[src/rtl/load_store_unit.sv]
// Load/store unit: turns one core access at a time into a single aligned 32-bit bus
// transaction, with alignment/funct3 checking, a response timeout and load extension.
module load_store_unit #(
  parameter int TIMEOUT = 16
) (
  input  logic        clk,
  input  logic        rst,
  input  logic        req_valid,
  output logic        req_ready,
  input  logic        req_we,
  input  logic [2:0]  req_funct3,
  input  logic [31:0] req_addr,
  input  logic [31:0] req_wdata,
  output logic        rsp_valid,
  output logic [31:0] rsp_rdata,
  output logic        rsp_err,
  output logic        busy,
  output logic        mem_req,
  output logic        mem_we,
  output logic [31:0] mem_addr,
  output logic [3:0]  mem_be,
  output logic [31:0] mem_wdata,
  input  logic        mem_gnt,
  input  logic        mem_rvalid,
  input  logic [31:0] mem_rdata
);

  typedef enum logic [1:0] {IDLE, ISSUE, WAIT, RESP} state_t;

  localparam int CW = $clog2(TIMEOUT + 1);

  state_t        state, state_next;
  logic          we_q;
  logic [2:0]    funct3_q;
  logic [31:0]   addr_q;
  logic [31:0]   wdata_q;
  logic [31:0]   rdata_q;
  logic          err_q;
  logic [CW-1:0] count;

  logic          accept;
  logic          req_bad;
  logic          timeout_hit;
  logic [3:0]    be_raw;
  logic [31:0]   wdata_raw;
  logic [7:0]    byte_sel;
  logic [15:0]   half_sel;
  logic [31:0]   load_data;

  assign req_ready   = (state == IDLE) && !rst;
  assign accept      = req_valid && req_ready;
  assign busy        = (state != IDLE);
  assign timeout_hit = (count == CW'(TIMEOUT - 1));

  // Illegal encodings and misalignment are judged on the live request at handshake time
  always_comb begin
    req_bad = 1'b1;
    case (req_funct3)
      3'b000:  req_bad = 1'b0;
      3'b001:  req_bad = req_addr[0];
      3'b010:  req_bad = (req_addr[1:0] != 2'b00);
      3'b100:  req_bad = req_we;
      3'b101:  req_bad = req_we | req_addr[0];
      default: req_bad = 1'b1;
    endcase
  end

  always_comb begin
    state_next = state;
    case (state)
      IDLE:  if (accept) state_next = req_bad ? RESP : ISSUE;
      ISSUE: if (mem_gnt) state_next = WAIT;
      WAIT:  if (mem_rvalid || timeout_hit) state_next = RESP;
      RESP:  state_next = IDLE;
      default: state_next = IDLE;
    endcase
  end

  always_ff @(posedge clk) begin
    if (rst) begin
      state    <= IDLE;
      we_q     <= 1'b0;
      funct3_q <= 3'b000;
      addr_q   <= 32'h0;
      wdata_q  <= 32'h0;
      rdata_q  <= 32'h0;
      err_q    <= 1'b0;
      count    <= '0;
    end else begin
      state <= state_next;
      case (state)
        IDLE: begin
          count <= '0;
          if (accept) begin
            we_q     <= req_we;
            funct3_q <= req_funct3;
            addr_q   <= req_addr;
            wdata_q  <= req_wdata;
            rdata_q  <= 32'h0;
            err_q    <= req_bad;
          end
        end
        WAIT: begin
          count <= count + CW'(1);
          if (mem_rvalid)       rdata_q <= mem_rdata;
          else if (timeout_hit) err_q   <= 1'b1;
        end
        default: ;
      endcase
    end
  end

  always_comb begin
    be_raw    = 4'b1111;
    wdata_raw = wdata_q;
    case (funct3_q[1:0])
      2'b00: begin
        be_raw    = 4'b0001 << addr_q[1:0];
        wdata_raw = {4{wdata_q[7:0]}};
      end
      2'b01: begin
        be_raw    = addr_q[1] ? 4'b1100 : 4'b0011;
        wdata_raw = {2{wdata_q[15:0]}};
      end
      default: ;
    endcase
  end

  // Bus fields are only driven while the request is outstanding, so they idle at zero
  assign mem_req   = (state == ISSUE);
  assign mem_we    = mem_req && we_q;
  assign mem_addr  = mem_req ? {addr_q[31:2], 2'b00} : 32'h0;
  assign mem_be    = mem_req ? be_raw : 4'b0000;
  assign mem_wdata = mem_req ? wdata_raw : 32'h0;

  always_comb begin
    byte_sel = rdata_q[7:0];
    case (addr_q[1:0])
      2'b01:   byte_sel = rdata_q[15:8];
      2'b10:   byte_sel = rdata_q[23:16];
      2'b11:   byte_sel = rdata_q[31:24];
      default: byte_sel = rdata_q[7:0];
    endcase
    half_sel = addr_q[1] ? rdata_q[31:16] : rdata_q[15:0];
    case (funct3_q)
      3'b000:  load_data = {{24{byte_sel[7]}}, byte_sel};
      3'b001:  load_data = {{16{half_sel[15]}}, half_sel};
      3'b100:  load_data = {24'h0, byte_sel};
      3'b101:  load_data = {16'h0, half_sel};
      default: load_data = rdata_q;
    endcase
  end

  assign rsp_valid = (state == RESP);
  assign rsp_err   = rsp_valid && err_q;
  assign rsp_rdata = (rsp_valid && !err_q && !we_q) ? load_data : 32'h0;

endmodule

[config.mk]
export PLATFORM = sky130hd
export DESIGN_NAME = load_store_unit
export DESIGN_NICKNAME = d
export VERILOG_FILES = /design/src/rtl/load_store_unit.sv
export SDC_FILE = /design/constraint.sdc
export NUM_CORES = 1
export LEC_CHECK = 0
export ABC_AREA = 1
export BUFFER_PORTS_ARGS = -buffer_cell sky130_fd_sc_hd__buf_2
export CAP_MARGIN = 20
export CORE_MARGIN = 4
export CORE_UTILIZATION = 40
export CTS_BUF_LIST = sky130_fd_sc_hd__clkbuf_2
export DETAILED_ROUTE_END_ITERATION = 10
export GPL_ROUTABILITY_DRIVEN = 0
export GPL_TIMING_DRIVEN = 0
export HOLD_SLACK_MARGIN = 0.05
export PLACE_DENSITY = 0.7
export SLEW_MARGIN = 10
export SYNTH_ARGS = -nofsm -noshare
export SYNTH_HDL_FRONTEND = slang
export SYNTH_SLANG_ARGS = --single-unit
[constraint.sdc]
create_clock -name clk -period 2.5 [get_ports clk]
set_input_delay 0.25 -clock clk [delete_from_list [all_inputs] [get_ports clk]]
set_output_delay 0.25 -clock clk [all_outputs]
set_load 0.02 [all_outputs]
==> results.md, run 1 <==
* CTS tree: done
* Total GRT Usage at 0.250
* First-pass GRT wire length at 32.1 mm
* Slew HR at 0.613
* Drt pass-1 iters at 6
* Commonest non-fill, non-tap cells in the layout: 263 x nand2_1, 208 x buf_2, 112 x nor2_1
* Vias at 6779
* Largest net degree at the start of global routing at 20
* Cell Pwr Density at 767 nW/µm²
* Tmin final at 2.46 ns
* DRT antenna net count at 0
* Power Total at 6.35 mW
* TritonCTS Buffers at 9
* Number of DRC markers in iteration 0 at 450
* DP Wirelength at 14.4 mm
* Pleak at 4.47 nW
* Worst VDD drop at 0.000406 V
* Final Skew at 0.0262 ns
* Width of the die at 125 µm
* Worst path arrival time at 2.21 ns
* Die height at 125 µm
* Via density at 4.86
* Clk Latency, worst-skew pair at 0.63 ns
* Worst slew pin tran at 0.581 ns
* Synthesized instance count at 877
* Synth area leader: dfxtp_1
* Synth warn at 0
* Synth top area cells: dfxtp_1 39%, nand2_1 18%, nor2_1 8.0%, inv_1 6.7%, a21oi_1 6.3%
* CP Class: register to output port
* NumNets Final at 1326
* Worst EP required at 2.25 ns
* CTS root buffer: clkbuf_2
* Clk buf depth at 2
* Fin crit share at 0.984
* Vias in the first global route at 6686
* Wire length per cell at 14.4 µm
* CP Capture Type: output port
* PortBufs at 208
* Util after Layout at 0.620
* Outcome: completed
* # setup viols final at 0
* Total routed wirelength at 20.1 mm
* Starting Density at 0.412
* Clock sinks at 108
* Number of flops mapped to enable cells by yosys at 0
* RSZ-0062 raised after global routing: true
* Synthesized area at 5500 µm²
* Hold Path Class: primary input to register
* CP max FO at 10
* Commonest non-fill, non-tap cell in the layout: nand2_1
* Layout area overhead at 50.5%
* Fmax at 407 MHz
* Avg Inst Size Synth at 6.27 µm²
* Yosys top cell area share at 0.393
* H-tree depth reported by CTS at 3
* Asr flop ratio synth at 0
* Die area at 15700 µm²
* Clk slew on worst S/H paths at 0.31 ns
* Critical Path Source Type: register
* Synth Flop Type: dfxtp_1
* Share of layout cells above drive strength 1 at 0.254
* Core Area at 13300 µm²
* Post-synthesis sequential area ratio at 0.393
* Remaining Overflow, GRT at 0
* IO Count at 211
* Fin. Hold Viols at 0
* Min Hold Slack at 0.200 ns
* Num rows at 42
* #FFs+latches synth at 108
* DRC at 0
* Slew Limit Fails at 0
* Initial antenna violation count at 1
* MaxCap Viol Count at 0
* Unique masters post-synth at 26
-- metal layers --
layer  track usage  routed length [µm]
met1         0.292                8130
met2         0.441                9780
met3        0.0614                1710
met4        0.0957                 475
met5             0                   0
-- kinds of logic (layout without fill, tap and decap cells) --
group | count (synthesis) | after routing | share of synthesized area
flip-flops | 108 | 108 | 0.393
other | 1 | 3 | 0.000682
AO/OA/AOI/OAI | 148 | 148 | 0.147
adder cells (fa/ha/maj) | 7 | 7 | 0.0159
buffers and inverters | 155 | 496 | 0.110
AND/OR/NAND/NOR | 458 | 458 | 0.334
-- metrics by stage --
step                setup WS [ns]  setup TNS [ns]  cells  cell area [µm²]
floorplan                   0.351               0    878             5500
global placement            0.151               0   1262             6770
detailed placement          0.152               0   1262             6770
CTS                       0.00479               0   1389             8090
global route               -0.110          -0.837   1396             8280
finish                     0.0407               0   1396             8280
-- final cells by class --
type	instances	area [µm²]
fillers	1231	5070
multi-input cells	615	2870
repair buffers	325	2230
flip-flops and latches	108	2170
inverters	100	383
plain buffers	55	298
well taps	176	220
clock inverters	7	58.8
clock buffers	9	45.0
diodes	1	2.50
-- report_power, final --
| group | total, mW | internal (mW) | leakage (nW) | switching (mW) |
|---|---|---|---|---|
| registers | 2.37 | 2.12 | 0.890 | 0.255 |
| clock network | 0.786 | 0.148 | 0.0644 | 0.638 |
| logic | 3.19 | 1.14 | 3.51 | 2.05 |
-- worst max-delay path, cell delays in order, from the launching register on --
cell,delay [ns]
dfxtp_2,0.41
buf_4,0.13
ha_4,0.16
clkbuf_16,0.15
clkbuf_8,0.15
o21ai_1,0.10
a221oi_2,0.25
buf_2,0.22
-- synthesized netlist by cell type, types with 5 or more instances --
| cell type | count |
|---|---|
| nand2_1 | 267 |
| nor2_1 | 117 |
| dfxtp_1 | 108 |
| inv_1 | 98 |
| a21oi_1 | 69 |
| nand3_1 | 60 |
| o21ai_0 | 58 |
| clkbuf_1 | 39 |
| or2_2 | 9 |
| buf_2 | 8 |
| o211ai_1 | 8 |
| a221oi_1 | 7 |
| ha_1 | 7 |
| buf_1 | 5 |
-- final timing paths --
kind / start / endpoint / slack, ns / cells past startpoint
hold / removal: req_valid / err_q / 0.20 / 5
hold reg to reg: wdata_q[16] / wdata_q[16] / 0.47 / 2
setup reg to reg: state[0] / rdata_q[29] / 0.23 / 11
setup / recovery: state[0] / mem_wdata[30] / 0.04 / 7
-- sequential cells by signal, indices dropped and copies added, names as in the netlist --
name,count
funct3_q,3
we_q,1
addr_q,32
count,5
wdata_q,32
rdata_q,32
err_q,1
state,2
-- what timing repair did --
item,4_1_cts,5_1_grt
pin swaps,3,3
resized for setup,46,49
buffers inserted,8,5
hold endpoints to repair,106,0
gates cloned,0,1
hold buffers,103,0
setup endpoints to repair,99,64
Note: power is estimated with default switching activity, not from simulation.
==> run 2, diff against run 1 <==
- CTS_BUF_LIST: sky130_fd_sc_hd__clkbuf_2 -> sky130_fd_sc_hd__clkbuf_8 sky130_fd_sc_hd__clkbuf_16
==> results.md, run 2 (synthesis results as in run 1) <==
* CP Class: register to output port
* Area post-placement at 6770 µm²
* FF-to-FF Start: state[1]
* Util after Layout at 0.533
* Largest regs: addr_q: 32 flops, rdata_q: 32 flops, wdata_q: 32 flops
* CP top delay family: simple AND/OR/NAND/NOR gates
* CTS root buffer: clkbuf_16
* Num rows at 42
* Worst path slowest cell: dfxtp_1
* CP Capture Type: output port
* Post-Place Setup Slack at 0.152 ns
* Register Area at 2160 µm²
* Critical Path Source Type: register
* Hold buffer count at cts at 0
* Fmax at 415 MHz
* Hold Path Class: primary input to register
* DP Wirelength at 14.4 mm
* Tmin final at 2.41 ns
* PortBufs at 208
* Fin crit share at 0.963
* Cell Pwr Density at 923 nW/µm²
* Commonest non-fill, non-tap cells in the layout: 265 x nand2_1, 215 x buf_2, 116 x nor2_1
* Die height at 125 µm
* Cells along the critical path: clkbuf_2, nor2_4, nand2_1, nand2_1, a21oi_1, a21oi_1, buf_2
* Combinational share of power at 0.429
* Share of layout cells above drive strength 1 at 0.240
* Sequential power share at 0.359
* Total GRT Usage at 0.230
* Commonest non-fill, non-tap cell in the layout: nand2_1
* CP max stage delay at 0.31 ns
* Critical path buffers and inverters at 2
* Die area at 15700 µm²
* First-pass GRT wire length at 29.3 mm
* Starting Density at 0.412
* Remaining Overflow, GRT at 0
* Post-CTS Setup Inserts at 0
* Worst VDD drop at 0.000400 V
* Vias in the first global route at 5958
* Drt pass-1 iters at 5
* Clk slew on worst S/H paths at 0.08 ns
* H-tree depth reported by CTS at 3
* Number of DRC markers in iteration 0 at 394
* Worst R2R Setup Slack at 0.30 ns
* Hold Startpoint: req_addr[11]
* Levels on crit path at 7
* Pleak at 3.96 nW
* Clk Latency, worst-skew pair at 0.36 ns
* DRC at 0
* Finished Cell Area at 7110 µm²
* NumNets Final at 1209
* Clock power frac at 0.212
* Clock sinks at 108
* Layout area overhead at 29.3%
* Total routed wirelength at 18.3 mm
* Initial antenna violation count at 2
* # fillers at 1413
* Outcome: completed
* # setup viols final at 0
* MaxCap Viol Count at 0
* Pint at 3.68 mW
* TritonCTS Buffers at 9
* Clk buf depth at 2
* CP Launch Point: funct3_q[1]
* Worst EP required at 2.25 ns
* Slew Limit Fails at 0
* Crit path to: rsp_rdata[13]
* Final Skew at 0.00741 ns
* IO Count at 211
* Setup TNS at 0 ns
* DRT antenna net count at 0
* Largest net degree at the start of global routing at 20
* Net Sw Power at 2.88 mW
* Worst slew pin tran at 0.692 ns
* Core Area at 13300 µm²
* Power Total at 6.57 mW
* R2r endpoint: rdata_q[11]
* Width of the die at 125 µm
* Wire length per cell at 14.4 µm
* Vias at 6190
* Switch share at 0.439
* Multi-input gate area at 2790 µm²
* Worst Slack Setup Final at 0.0915 ns
* Slew HR at 0.539
* Antenna cells at 0
* CTS tree: done
* Fin. Hold Viols at 0
* CP max FO at 10
* Reg2reg path depth at 10
* Via density at 4.84
* Worst path arrival time at 2.16 ns
[run 2: cell count changes in the layout (fill, tap and decap cells not counted), sizes merged]
cell         previous run  this run
dlygate4sd3           103         0
diode                   1         0
clkinv                  4         5
clkbuf                 46        47
inv                   102       101
buf                   240       225
[run 2: worst min path at each step]
| stage | endpoint | cells past startpoint |
|---|---|---|
| global route | addr_q[22] | 3 |
| detailed placement | wdata_q[18] | 2 |
| global placement | wdata_q[18] | 2 |
| floorplan | count[1] | 1 |
| finish | addr_q[11] | 3 |
| CTS | addr_q[11] | 3 |
[run 2: area by class of cell]
| type | instances | share of cell area |
|---|---|---|
| inverter | 100 | 0.0529 |
| clock inverter | 7 | 0.00827 |
| clock buffer | 9 | 0.0317 |
| multi-input combinational | 615 | 0.391 |
| tap | 176 | 0.0310 |
| buffer | 55 | 0.0339 |
| sequential | 108 | 0.304 |
| timing repair buffer | 208 | 0.147 |
[run 2: repair_timing]
action / 4_1_cts / 5_1_grt
gates resized for setup: 7 / 22
setup endpoints to repair: 35 / 31
endpoints found under the hold margin: 0 / 0
pin swaps: 1 / 0
[run 2: stage by stage]
| step | hold WS, ns | cells |
|---|---|---|
| after floorplan | 0.319 | 878 |
| after global placement | 0.439 | 1262 |
| after detailed placement | 0.443 | 1262 |
| after CTS | 0.0669 | 1278 |
| after global routing | 0.0775 | 1278 |
| final | 0.0778 | 1278 |
[run 2: tightest hold or removal path, stage by stage]
cell	delay, ns
buf_2	0.07
nand2_1	0.04
nand2_1	0.05
[run 2: per-layer routing]
layer / track usage / wire [µm]
met5: 0 / 21
met4: 0.0708 / 286
met3: 0.0729 / 1630
met2: 0.390 / 8690
met1: 0.279 / 7720
[run 2: power groups by stage]
stage,combinational (mW),clock (mW),sequential (mW)
after floorplan,1.97,0,2.31
after global placement,2.72,0,2.38
after detailed placement,2.75,0,2.39
after CTS,2.78,1.42,2.35
after global routing,3.21,1.48,2.40
final,2.82,1.39,2.36
==> run 3, diff against run 2 <==
- CORE_ASPECT_RATIO: not set -> 0.6
==> results.md, run 3 (synthesis results as in run 1) <==
* Outcome: completed
* CTS tree: done
* Worst path slowest cell: dfxtp_1
* Met3 routed WL at 1.80 mm
* Die height at 98.8 µm
* Starting Density at 0.419
* Core Area at 13100 µm²
* NumNets Final at 1210
* Clock sinks at 108
* Reg2reg path depth at 10
* CP top delay family: simple AND/OR/NAND/NOR gates
* Levels on crit path at 9
* Metal2 WL at 7.22 mm
* Final Skew at 0.00867 ns
* Vias in the first global route at 5562
* Util after Layout at 0.541
* Die area at 15800 µm²
* Critical path buffers and inverters at 3
* Initial antenna violation count at 4
* Fin crit share at 0.947
* PortBufs at 208
* Hold Startpoint: req_addr[15]
* Layout area overhead at 29.1%
* H-tree depth reported by CTS at 3
* DRT antenna net count at 0
* Vias at 6168
* Critical Path Source Type: register
* CP Class: register to output port
* MaxCap Viol Count at 0
* Worst slew pin tran at 0.711 ns
* Worst Slack Setup Final at 0.133 ns
* Worst VDD drop at 0.000374 V
* Largest net degree at the start of global routing at 20
* IO Count at 211
* CP max stage delay at 0.41 ns
* Total routed wirelength at 18.6 mm
* Wire length per cell at 14.6 µm
* Commonest non-fill, non-tap cell in the layout: nand2_1
* Commonest non-fill, non-tap cells in the layout: 265 x nand2_1, 216 x buf_2, 115 x nor2_1
* Num rows at 32
* Clk Latency, worst-skew pair at 0.35 ns
* WL met1 at 9.35 mm
* Drt pass-1 iters at 5
* DRC at 0
* Hold path cells at 3
* Remaining Overflow, GRT at 0
* Share of layout cells above drive strength 1 at 0.236
* Clk buf depth at 2
* Worst R2R Setup Slack at 0.31 ns
* Worst path arrival time at 2.12 ns
* Fmax at 422 MHz
* TritonCTS Buffers at 9
* Clk slew on worst S/H paths at 0.08 ns
* Cells along the critical path: buf_6, nand2_1, nand3_1, nand3_4, nand3_1, nand2_2, buf_2, nor2_2, buf_2
* Number of DRC markers in iteration 0 at 448
* Fin. Hold Viols at 0
* WHS Endpoint: addr_q[15]
* Largest regs: addr_q: 32 flops, rdata_q: 32 flops, wdata_q: 32 flops
* Slew Limit Fails at 0
* Width of the die at 159 µm
* CP Capture Type: output port
* Post-Place Setup Slack at 0.218 ns
* Hold Path Class: primary input to register
* Total GRT Usage at 0.230
* # setup viols final at 0
* Tmin final at 2.37 ns
* DR top layer: met5
* R2r endpoint: rdata_q[1]
* Slew HR at 0.526
* First-pass GRT wire length at 29.2 mm
* Pleak at 3.96 nW
* CTS root buffer: clkbuf_16
* Hold buffer count at cts at 0
* FF-to-FF Start: state[1]
* Cell Pwr Density at 933 nW/µm²
* Worst EP required at 2.25 ns
* DP Wirelength at 14.6 mm
* CP max FO at 10
* Via density at 4.84
-- run 3: cell types whose count changed in the layout (fill, tap and decap cells not counted), sizes merged --
cell / change
clkbuf: +2
clkinv: -2
clkinvlp: -1
diode: +2
inv: +2
-- run 3: per-stage QoR --
stage	instances	hold slack [ns]	TNS [ns]	total power, mW	cell area (µm²)
after floorplan	878	0.319	0	4.28	5500
after global placement	1256	0.441	0	5.13	6760
after detailed placement	1256	0.445	0	5.17	6760
after CTS	1272	0.0724	0	6.61	7080
after global routing	1275	0.0752	-0.0128	7.13	7100
final	1275	0.0865	0	6.63	7100
-- run 3: repair_timing --
action | CTS | global route
endpoints found under the setup margin | 34 | 22
resized for setup | 8 | 8
buffers inserted | 0 | 1
pin swaps | 0 | 1
-- run 3: per-layer routing --
layer,up-vias,global-route usage
li1,3187,-
met1,2721,0.352
met2,239,0.318
met3,17,0.0673
met4,4,0.0460
met5,-,0
-- run 3: worst register-to-register path, delay by kind of cell, from the launching register on --
kind | cells | cell delay (ns)
flops | 1 | 0.34
fa+ha+maj | 1 | 0.29
buf+inv | 2 | 0.40
simple gates | 6 | 0.81
compound gates | 1 | 0.25
-- run 3: where the power goes --
| group | leakage (nW) | internal, mW | switching [mW] | total, mW |
|---|---|---|---|---|
| clock network | 0.147 | 0.726 | 0.704 | 1.43 |
| registers | 0.887 | 2.11 | 0.289 | 2.40 |
| logic | 2.93 | 0.879 | 1.92 | 2.80 |
-- run 3: cell type report --
cell class / instances / area, µm²
Inverter: 100 / 377
Sequential cell: 108 / 2160
Buffer: 55 / 239
Clock buffer: 10 / 239
Clock inverter: 6 / 53.8
Antenna cell: 2 / 5.00
Multi-Input combinational cell: 615 / 2770
Timing Repair Buffer: 209 / 1050
Tap cell: 170 / 213
Fill cell: 1394 / 6030
-- run 3: how the worst max path moves through the flow --
| stage | endpoint | startpoint | slack (ns) |
|---|---|---|---|
| 2_1_floorplan | mem_wdata[29] | state[1] | 0.35 |
| 3_3_place_gp | rsp_rdata[22] | state[0] | 0.22 |
| 3_5_place_dp | rsp_rdata[22] | state[0] | 0.22 |
| 4_1_cts | rsp_rdata[22] | addr_q[1] | 0.02 |
| 5_1_grt | rsp_rdata[22] | funct3_q[1] | -0.01 |
| 6_report | rsp_rdata[22] | addr_q[1] | 0.13 |
